==> src/rtl/fir_out_conditioner_pkg.sv <==
// Shared constants for the FIR output conditioner: default widths, scaling and sizing helpers.
package fir_out_conditioner_pkg;

   localparam int unsigned FIR_IN_WIDTH       = 37;
   localparam int unsigned FIR_OUT_WIDTH      = 16;
   localparam int unsigned FIR_COEF_FRAC      = 15;
   localparam int unsigned FIR_DECIM_DEF      = 1;
   localparam int unsigned FIR_FIFO_DEPTH_DEF = 8;
   localparam int unsigned SATCNT_WIDTH       = 16;

   // Counter width able to hold 0..n-1, never narrower than one bit.
   function automatic int unsigned cnt_width(input int unsigned n);
      return (n > 1) ? $clog2(n) : 1;
   endfunction

endpackage

==> src/rtl/fir_cond_fifo.sv <==
// Synchronous FIFO for conditioned samples; full/empty derived from the occupancy count.
module fir_cond_fifo #(
   parameter int unsigned WIDTH = 16,
   parameter int unsigned DEPTH = 8
) (
   input  logic                     clk,
   input  logic                     rst,
   input  logic                     wr_en,
   input  logic [WIDTH-1:0]         wr_data,
   output logic                     full,
   input  logic                     rd_en,
   output logic [WIDTH-1:0]         rd_data,
   output logic                     empty,
   output logic [$clog2(DEPTH):0]   level
);

   localparam int unsigned AW = $clog2(DEPTH);
   localparam int unsigned LW = AW + 1;

   logic [WIDTH-1:0] mem [DEPTH];
   logic [AW-1:0]    wr_ptr;
   logic [AW-1:0]    rd_ptr;
   logic             rd_ok_c;
   logic             wr_ok_c;

   assign empty   = (level == '0);
   assign full    = (level == LW'(DEPTH));
   // A read frees a slot in the same edge, so a full FIFO still accepts a write alongside a read.
   assign rd_ok_c = rd_en && !empty;
   assign wr_ok_c = wr_en && (!full || rd_ok_c);
   assign rd_data = empty ? '0 : mem[rd_ptr];

   // Sample storage; contents are qualified by level, so no reset is needed.
   always_ff @(posedge clk) begin
      if (wr_ok_c) begin
         mem[wr_ptr] <= wr_data;
      end
   end

   // Pointers wrap naturally at the power-of-two depth; level tracks occupancy.
   always_ff @(posedge clk) begin
      if (rst) begin
         wr_ptr <= '0;
         rd_ptr <= '0;
         level  <= '0;
      end else begin
         if (wr_ok_c) wr_ptr <= wr_ptr + AW'(1);
         if (rd_ok_c) rd_ptr <= rd_ptr + AW'(1);
         level <= level + LW'(wr_ok_c) - LW'(rd_ok_c);
      end
   end

endmodule

==> src/rtl/fir_out_conditioner.sv <==
// FIR output conditioner: round, rescale, saturate, decimate and buffer accumulator samples
// onto a valid/ready stream. Define FIR_COND_SATCNT_EN to add the sat_count output.
module fir_out_conditioner
   import fir_out_conditioner_pkg::*;
#(
   parameter int unsigned IN_WIDTH   = FIR_IN_WIDTH,
   parameter int unsigned OUT_WIDTH  = FIR_OUT_WIDTH,
   parameter int unsigned SHIFT      = FIR_COEF_FRAC,
   parameter int unsigned DECIM      = FIR_DECIM_DEF,
   parameter int unsigned FIFO_DEPTH = FIR_FIFO_DEPTH_DEF
) (
   input  logic                          clk,
   input  logic                          rst,
   input  logic [IN_WIDTH-1:0]           y_in,
   input  logic                          y_valid,
   output logic [OUT_WIDTH-1:0]          out_data,
   output logic                          out_valid,
   input  logic                          out_ready,
   input  logic                          clr_flags,
   output logic                          sat_flag,
   output logic                          ovf_flag,
`ifdef FIR_COND_SATCNT_EN
   output logic [SATCNT_WIDTH-1:0]       sat_count,
`endif
   output logic [$clog2(FIFO_DEPTH):0]   fill_level
);

   localparam int unsigned SW = IN_WIDTH + 1;
   localparam int unsigned DW = cnt_width(DECIM);
   localparam logic [SW-1:0] RND = SW'(1) << (SHIFT - 1);
   localparam logic signed [SW-1:0] SAT_MAX =
      signed'({{(SW-OUT_WIDTH+1){1'b0}}, {(OUT_WIDTH-1){1'b1}}});
   localparam logic signed [SW-1:0] SAT_MIN =
      signed'({{(SW-OUT_WIDTH+1){1'b1}}, {(OUT_WIDTH-1){1'b0}}});

   logic signed [SW-1:0]  sum_c;
   logic signed [SW-1:0]  s1_r;
   logic                  s1_valid;
   logic [OUT_WIDTH-1:0]  sat_data_c;
   logic                  clip_c;
   logic [OUT_WIDTH-1:0]  s2_data;
   logic                  s2_valid;
   logic [DW-1:0]         dcnt;
   logic                  sat_evt_c;
   logic                  wr_en_c;
   logic                  drop_c;
   logic                  full;
   logic                  empty;

   // One extra bit of headroom keeps the rounding add from wrapping.
   assign sum_c = $signed({y_in[IN_WIDTH-1], y_in}) + $signed(RND);

   // Stage 1: round half toward +inf and rescale.
   always_ff @(posedge clk) begin
      if (rst) begin
         s1_valid <= 1'b0;
         s1_r     <= '0;
      end else begin
         s1_valid <= y_valid;
         s1_r     <= sum_c >>> SHIFT;
      end
   end

   // Clip the rescaled value into the signed output range.
   always_comb begin
      clip_c     = 1'b0;
      sat_data_c = OUT_WIDTH'(s1_r);
      if (s1_r > SAT_MAX) begin
         clip_c     = 1'b1;
         sat_data_c = OUT_WIDTH'(SAT_MAX);
      end else if (s1_r < SAT_MIN) begin
         clip_c     = 1'b1;
         sat_data_c = OUT_WIDTH'(SAT_MIN);
      end
   end

   // Stage 2: register the saturated sample.
   always_ff @(posedge clk) begin
      if (rst) begin
         s2_valid <= 1'b0;
         s2_data  <= '0;
      end else begin
         s2_valid <= s1_valid;
         s2_data  <= sat_data_c;
      end
   end

   // Every sample is checked for clipping; only the first of each DECIM group is buffered.
   assign sat_evt_c = s1_valid && clip_c;
   assign wr_en_c   = s2_valid && (dcnt == '0);
   assign drop_c    = wr_en_c && full && !out_ready;

   // Decimation phase counter over stage-2 samples.
   always_ff @(posedge clk) begin
      if (rst) begin
         dcnt <= '0;
      end else if (s2_valid) begin
         dcnt <= (dcnt == DW'(DECIM - 1)) ? '0 : dcnt + DW'(1);
      end
   end

   // Sticky flags; a new event on the clearing edge keeps the flag set.
   always_ff @(posedge clk) begin
      if (rst) begin
         sat_flag <= 1'b0;
         ovf_flag <= 1'b0;
      end else begin
         sat_flag <= sat_evt_c || (sat_flag && !clr_flags);
         ovf_flag <= drop_c    || (ovf_flag && !clr_flags);
      end
   end

`ifdef FIR_COND_SATCNT_EN
   // Saturating count of clipped samples.
   always_ff @(posedge clk) begin
      if (rst) begin
         sat_count <= '0;
      end else if (clr_flags) begin
         sat_count <= SATCNT_WIDTH'(sat_evt_c);
      end else if (sat_evt_c && (sat_count != '1)) begin
         sat_count <= sat_count + SATCNT_WIDTH'(1);
      end
   end
`endif

   fir_cond_fifo #(
      .WIDTH (OUT_WIDTH),
      .DEPTH (FIFO_DEPTH)
   ) u_fifo (
      .clk     (clk),
      .rst     (rst),
      .wr_en   (wr_en_c),
      .wr_data (s2_data),
      .full    (full),
      .rd_en   (out_ready),
      .rd_data (out_data),
      .empty   (empty),
      .level   (fill_level)
   );

   assign out_valid = !empty;

endmodule

==> config.mk <==
export PLATFORM = sky130hd
export DESIGN_NAME = fir_out_conditioner
export DESIGN_NICKNAME = d
export VERILOG_FILES = /design/src/rtl/fir_out_conditioner_pkg.sv /design/src/rtl/fir_cond_fifo.sv /design/src/rtl/fir_out_conditioner.sv
export SDC_FILE = /design/constraint.sdc
export NUM_CORES = 1
export LEC_CHECK = 0
export ABC_AREA = 1
export CAP_MARGIN = 20
export CORE_ASPECT_RATIO = 1.5
export CORE_MARGIN = 2
export CORE_UTILIZATION = 53
export CTS_BUF_LIST = sky130_fd_sc_hd__clkbuf_2
export DETAILED_ROUTE_END_ITERATION = 7
export PLACE_DENSITY = 0.77
export SETUP_SLACK_MARGIN = 0.15
export SYNTH_ARGS = -nofsm -noshare
export SYNTH_HDL_FRONTEND = slang
export SYNTH_SLANG_ARGS = --single-unit
==> constraint.sdc <==
create_clock -name clk -period 3.6 [get_ports clk]
set_input_delay 0.54 -clock clk [delete_from_list [all_inputs] [get_ports clk]]
set_output_delay 0.54 -clock clk [all_outputs]
set_load 0.02 [all_outputs]
=== Yosys cells after proc, flatten, opt, wreduce, memory -nomap -nowiden ===
Memory sizes are Yosys's and may differ from the RTL's. A register that Yosys moved wholly into a read port is not among the register bits.
Cells that the tools add are included.

* Flip-flop bits (word level): 54
* RAM bits: 128
* Bits of input ports: 42
* Output and inout bits: 23
* Word-level logic and storage cells: 49
* Memories kept: 1

* Add/sub/neg operators: 6
* Magnitude comparators: 2
* Equality and inequality tests: 1
* Muxes and demuxes: 10
* Bitwise logic cells: 1
* Reduce and logical (&&, ||, !) cells: 17

{| class="wikitable"
|+ Memory list
! name !! depth !! bits a word !! read ports !! clocked after memory_dff !! write ports !! RTL line !! RTL
|-
| u_fifo.mem || 8 || 16 || 1 || 1 || 1 || fir_cond_fifo.sv:20 || <nowiki>logic [WIDTH-1:0] mem [DEPTH];</nowiki>
|}

{| class="wikitable"
|+ Operators by type and width
! cell !! number
|-
| $add A37 B16 Y38 const B || 1
|-
| $mux W16 || 2
|-
| $gt A23 B16 Y1 const B || 1
|-
| $lt A23 B16 Y1 const B || 1
|-
| $mux W15 || 1
|-
| $logic_and A1 B1 Y1 || 8
|-
| $add A3 B1 Y3 const B || 2
|-
| $mux W3 || 2
|-
| $mux W1 || 5
|-
| $add A4 B1 Y4 || 1
|-
| $eq A4 B4 Y1 const B || 1
|-
| $logic_not A1 Y1 || 4
|-
| $logic_not A4 Y1 || 1
|-
| $sub A4 B1 Y4 || 1
|-
| $logic_or A1 B1 Y1 || 3
|-
| $reduce_or A2 Y1 || 1
|-
| $add A1 B1 Y1 const B || 1
|-
| $not A1 Y1 || 1
|}

=== Logic depth before layout (Yosys ltp) ===
* Depth after elaboration: 7
* Depth in mapped cells: 12
* Depth with buffers taken out: 12

=== Cells and area by module ===
From an unflattened synthesis, not the netlist that was laid out.

* Cells, all modules: 849
* Area, all modules: 7,891.3 um^2

{| class="wikitable"
|+ Modules (own cells, without submodules)
! module !! times used !! cells each !! area an instance (um^2) !! seq. area each (um^2)
|-
| fir_cond_fifo || 1 || 584 || 6,045.8 || 4,103.9
|-
| fir_out_conditioner || 1 || 265 || 1,845.5 || 860.8
|}

=== Worst setup path after synthesis ===
Ideal clock, no wire load.

* Path type: register to register
* From: reg u_fifo.level[2]
* To: mem u_fifo.mem[0][0], enable pin
* Setup time: 388 ps
* Data arrival time: 2,070 ps
* Required time: 3,212 ps
* Setup slack: 1,141 ps
* Stages on the path, launching flop included: 9
* Path buffers: 0
* Period minus slack after synthesis: 2,459 ps
* Cell sequence: dfxtp_1 > inv_1 > ha_1 > nand3_4 > nand2_2 > nand2_1 > nand2_1 > or2_1 > nor2_1

* Word-level cells in the longest chain between the ends: 7
* Elaborated cells on any way between the ends: 9
* Classes of those cells: eq/ne (1); mux (2); reduce/logical (6)

{| class="wikitable"
|+ Ends and longest elaborated chain
! element !! RTL line !! RTL
|-
| start, declared || fir_cond_fifo.sv:14 || <nowiki>output logic [$clog2(DEPTH):0] level</nowiki>
|-
| start signal, assigned || fir_cond_fifo.sv:49 || <nowiki>level <= level + LW'(wr_ok_c) - LW'(rd_ok_c);</nowiki>
|-
| $logic_not A4 Y1 || fir_cond_fifo.sv:26 || <nowiki>assign empty = (level == '0);</nowiki>
|-
| $logic_not A1 Y1 || fir_cond_fifo.sv:29 || <nowiki>assign rd_ok_c = rd_en && !empty;</nowiki>
|-
| $logic_and A1 B1 Y1 || fir_cond_fifo.sv:29 ||
|-
| $logic_or A1 B1 Y1 * || fir_cond_fifo.sv:30 || <nowiki>assign wr_ok_c = wr_en && (!full || rd_ok_c);</nowiki>
|-
| $logic_and A1 B1 Y1 * || fir_cond_fifo.sv:30 ||
|-
| $mux W1 * || fir_cond_fifo.sv:35 || <nowiki>if (wr_ok_c) begin</nowiki>
|-
| $mux W1 (not written as such) * || fir_cond_fifo.sv:36 || <nowiki>mem[wr_ptr] <= wr_data;</nowiki>
|-
| end, declared || fir_cond_fifo.sv:20 ||
|}

Mark *: on every way between the ends. The rest lies on a longest branch, timed or not.

==> impl_metrics.py <==
metrics = {
    "setup_path": {
        "r2r-start": "u_fifo.level[2]",
        "cp-start-kind": "flip-flop",
        "critPathKind": "reg2out",
        "r2r_end": "u_fifo.level[2]",
        "cp_max_fo": 40,
        "rrSetupSlack_ps": 1090,
        "end_kind": "output pin",
        "crit_required_ps": 3060,
        "r2r_cells": 12,
        "crit_arrival_ps": 2730,
    },
    "power_and_ir_drop": {
        "ir_worst_vdd_v": 0.000261,
        "p_comb_share_pct": 32.9,
        "p_total_uw": 4890,
        "p_seq_share_pct": 50.2,
        "p_sw_share_pct": 34.8,
        "p_switching_uw": 1700,
        "pwr-share-clk_pct": 16.9,
        "internal-power_uw": 3180,
        "power.density_nw_per_um2": 583,
        "power.leakage_uw": 0.00310,
    },
    "global_route": {
        "grt_pass1_vias": 5217,
        "overflow": 0,
        "grt_start_max_net_pins": 49,
        "track_usage_pct": 21.9,
        "antenna_found_initial": 1,
        "grt_pass1_wl_um": 25100,
    },
    "clock_tree": {
        "cts_tree": "done",
        "clk_latency_ps": 700,
        "clk_pin_slew_ps": 220,
        "cts_buffers": 17,
        "root_buffer": "clkbuf_2",
        "h-tree-depth": 4,
        "clockBufferDepth": 2,
        "cts_sinks": 184,
    },
    "route": {
        "wl_met3_um": 824,
        "dr.first_iter.drc_count": 303,
        "vias": 5314,
        "wl_met2_um": 8760,
        "wl_met1_um": 5860,
        "drc": 0,
        "wl_um": 15900,
        "top_layer_used": "met4",
        "antenna_left": 0,
        "via_per_inst": 5.54,
        "wl_per_cell_um": 16.6,
        "drtPass1Iterations": 6,
    },
    "sta": {
        "period_share_pct": 90.8,
        "setup_tns_ps": 0,
        "fin_crit_ps": 3270,
        "setup_viol": 0,
        "hold_viol": 0,
        "slew_violations": 0,
        "skew_ps": 30.0,
        "grt_setup_unrepaired": "false",
        "worst_pin_slew_ps": 598,
        "slew_headroom_pct": 60.1,
        "max_freq_mhz": 306,
    },
    "status": {
        "status": "complete, no violations",
    },
    "placed_design": {
        "place_hpwl_um": 10500,
        "gp_congestion": 0.900,
        "numPortBuffers": 50,
    },
    "synth": {
        "synth_top_area_share_pct": 51.5,
        "synth_area_leaders": "edfxtp_1, dfxtp_1, nor2_1, o21ai_0, nand2_1",
        "yosys.area.top_type": "edfxtp_1",
        "syn_area_um2": 7470,
        "ys.flop_type": "edfxtp_1",
        "syn_inst": 724,
        "synth.distinct_cells": 34,
        "avgSynthCellArea_um2": 10.3,
        "ys.warnings.count": 0,
        "async_flop_share_pct": 0,
        "synth-edff-count": 128,
        "yosysSeqAreaShare_pct": 66.5,
        "syn-num-nets": 776,
        "synth-seq-cells": 184,
    },
    "run": {
        "drv_cap": 0,
    },
    "finish": {
        "drive_above_1_share_pct": 7.56,
        "nets": 833,
        "fillerInstances": 1181,
        "register_area_um2": 4970,
        "multi_input_area_um2": 2210,
        "syn2layout_area_growth_pct": 12.2,
    },
    "die": {
        "ioPinCount": 65,
        "dieArea_um2": 15100,
        "core_area_um2": 13900,
        "chipHeight_um": 149,
        "std_cell_rows": 53,
        "start_util_pct": 53.6,
        "chipWidth_um": 101,
    },
    "min_path": {
        "hold_class": "in2reg",
        "min_path_cells": 3,
        "holdCritStartpoint": "y_valid",
        "min_to": "s1_valid",
    },
}
[cell usage after synthesis, types with 3 or more instances]
cell type / number
o211ai_1: 16
xor2_1: 4
o22ai_1: 16
o21ai_0: 77
inv_1: 39
nand3_1: 13
buf_4: 5
edfxtp_1: 128
buf_2: 7
a21oi_1: 19
nand4_1: 7
nor2_1: 202
ha_1: 9
nand2_1: 86
dfxtp_1: 56
clkbuf_1: 15
nor3_1: 3
[routing by layer]
metal / global-route usage (%) / vias up
li1: - / 2589
met1: 23.6 / 2506
met2: 40.3 / 183
met3: 5.06 / 36
met4: 9.26 / 0
met5: 0 / -
[sequential cells by signal (all words and copies together) (netlist names), named ones only]
register,flops
s2_valid,1
s2_data,16
s1_r,23
s1_valid,1
u_fifo.rd_ptr,3
u_fifo.wr_ptr,3
u_fifo.level,4
u_fifo.mem,128
ovf_flag,1
sat_flag,1
[how the worst max path moves through the flow]
stage                             endpoint  slack [ps]  cells past startpoint
after floorplan           u_fifo.mem[0][0]        1140                      8
after global placement         out_data[2]         750                      6
after detailed placement       out_data[6]         640                      6
after CTS                      out_data[6]         220                      6
after global routing          out_data[11]         170                      8
final                          out_data[6]         330                      7
[power groups by stage]
stage | Sequential, uW | Clock [uW] | Combinational [uW]
final | 2450 | 825 | 1610
after global routing | 2470 | 939 | 1770
after CTS | 2460 | 846 | 1590
after detailed placement | 2500 | 0 | 1580
after global placement | 2490 | 0 | 1510
after floorplan | 2480 | 0 | 980
[what timing repair did]
action,CTS,global route
hold buffers,0,0
gates resized for setup,5,4
setup buffers,0,1
pin swaps,0,0
gates cloned,0,0
setup endpoints to repair,16,7
endpoints found under the hold margin,0,0
[area by class of cell]
| cell class | count | share of cell area (%) |
|---|---|---|
| Sequential cell | 184 | 59.3 |
| Multi-Input combinational cell | 470 | 26.4 |
| Timing Repair Buffer | 67 | 7.83 |
| Tap cell | 165 | 2.46 |
| Inverter | 41 | 1.88 |
| Clock buffer | 20 | 1.19 |
| Clock inverter | 12 | 0.940 |
| Antenna cell | 1 | 0.0298 |
[worst max-delay path: stages (launching register included)]
cell,delay [ps]
dfxtp_4,460
inv_2,80
buf_6,270
o21ai_0,130
o22ai_1,140
nor2_1,70
nor2_1,230
clkdlybuf4s50_1,650
[cells by family after synthesis]
group	after synthesis	share of synthesized area (%)
adders and majority gates	10	1.78
xor gates and xnor gates	5	0.586
DFF	184	66.5
and+or+nand+nor	324	17.6
AOI/OAI and AO/OA	131	9.67
buffers and inverters	70	3.92
[per-stage QoR]
step | instances | hold WS [ps] | setup WS (ps) | utilization, % | instance area, um^2
floorplan | 724 | 400 | 1140 | - | 7470
global placement | 926 | 402 | 746 | 58.7 | 8170
detailed placement | 926 | 420 | 636 | 58.7 | 8170
CTS | 958 | 253 | 223 | 60.0 | 8360
global route | 960 | 239 | 171 | 60.2 | 8380
finish | 960 | 321 | 332 | 60.2 | 8380
[layout by cell type (no fill, tap or decap), types with 16 or more instances in the layout]
cell / instances
o22ai_1: 16
o21ai_0: 77
clkbuf_2: 20
inv_1: 38
clkdlybuf4s50_1: 50
nand2_1: 86
o211ai_1: 16
nor2_1: 202
a21oi_1: 19
dfxtp_1: 54
edfxtp_1: 128
No activity file was read; power rests on OpenSTA's default activity.
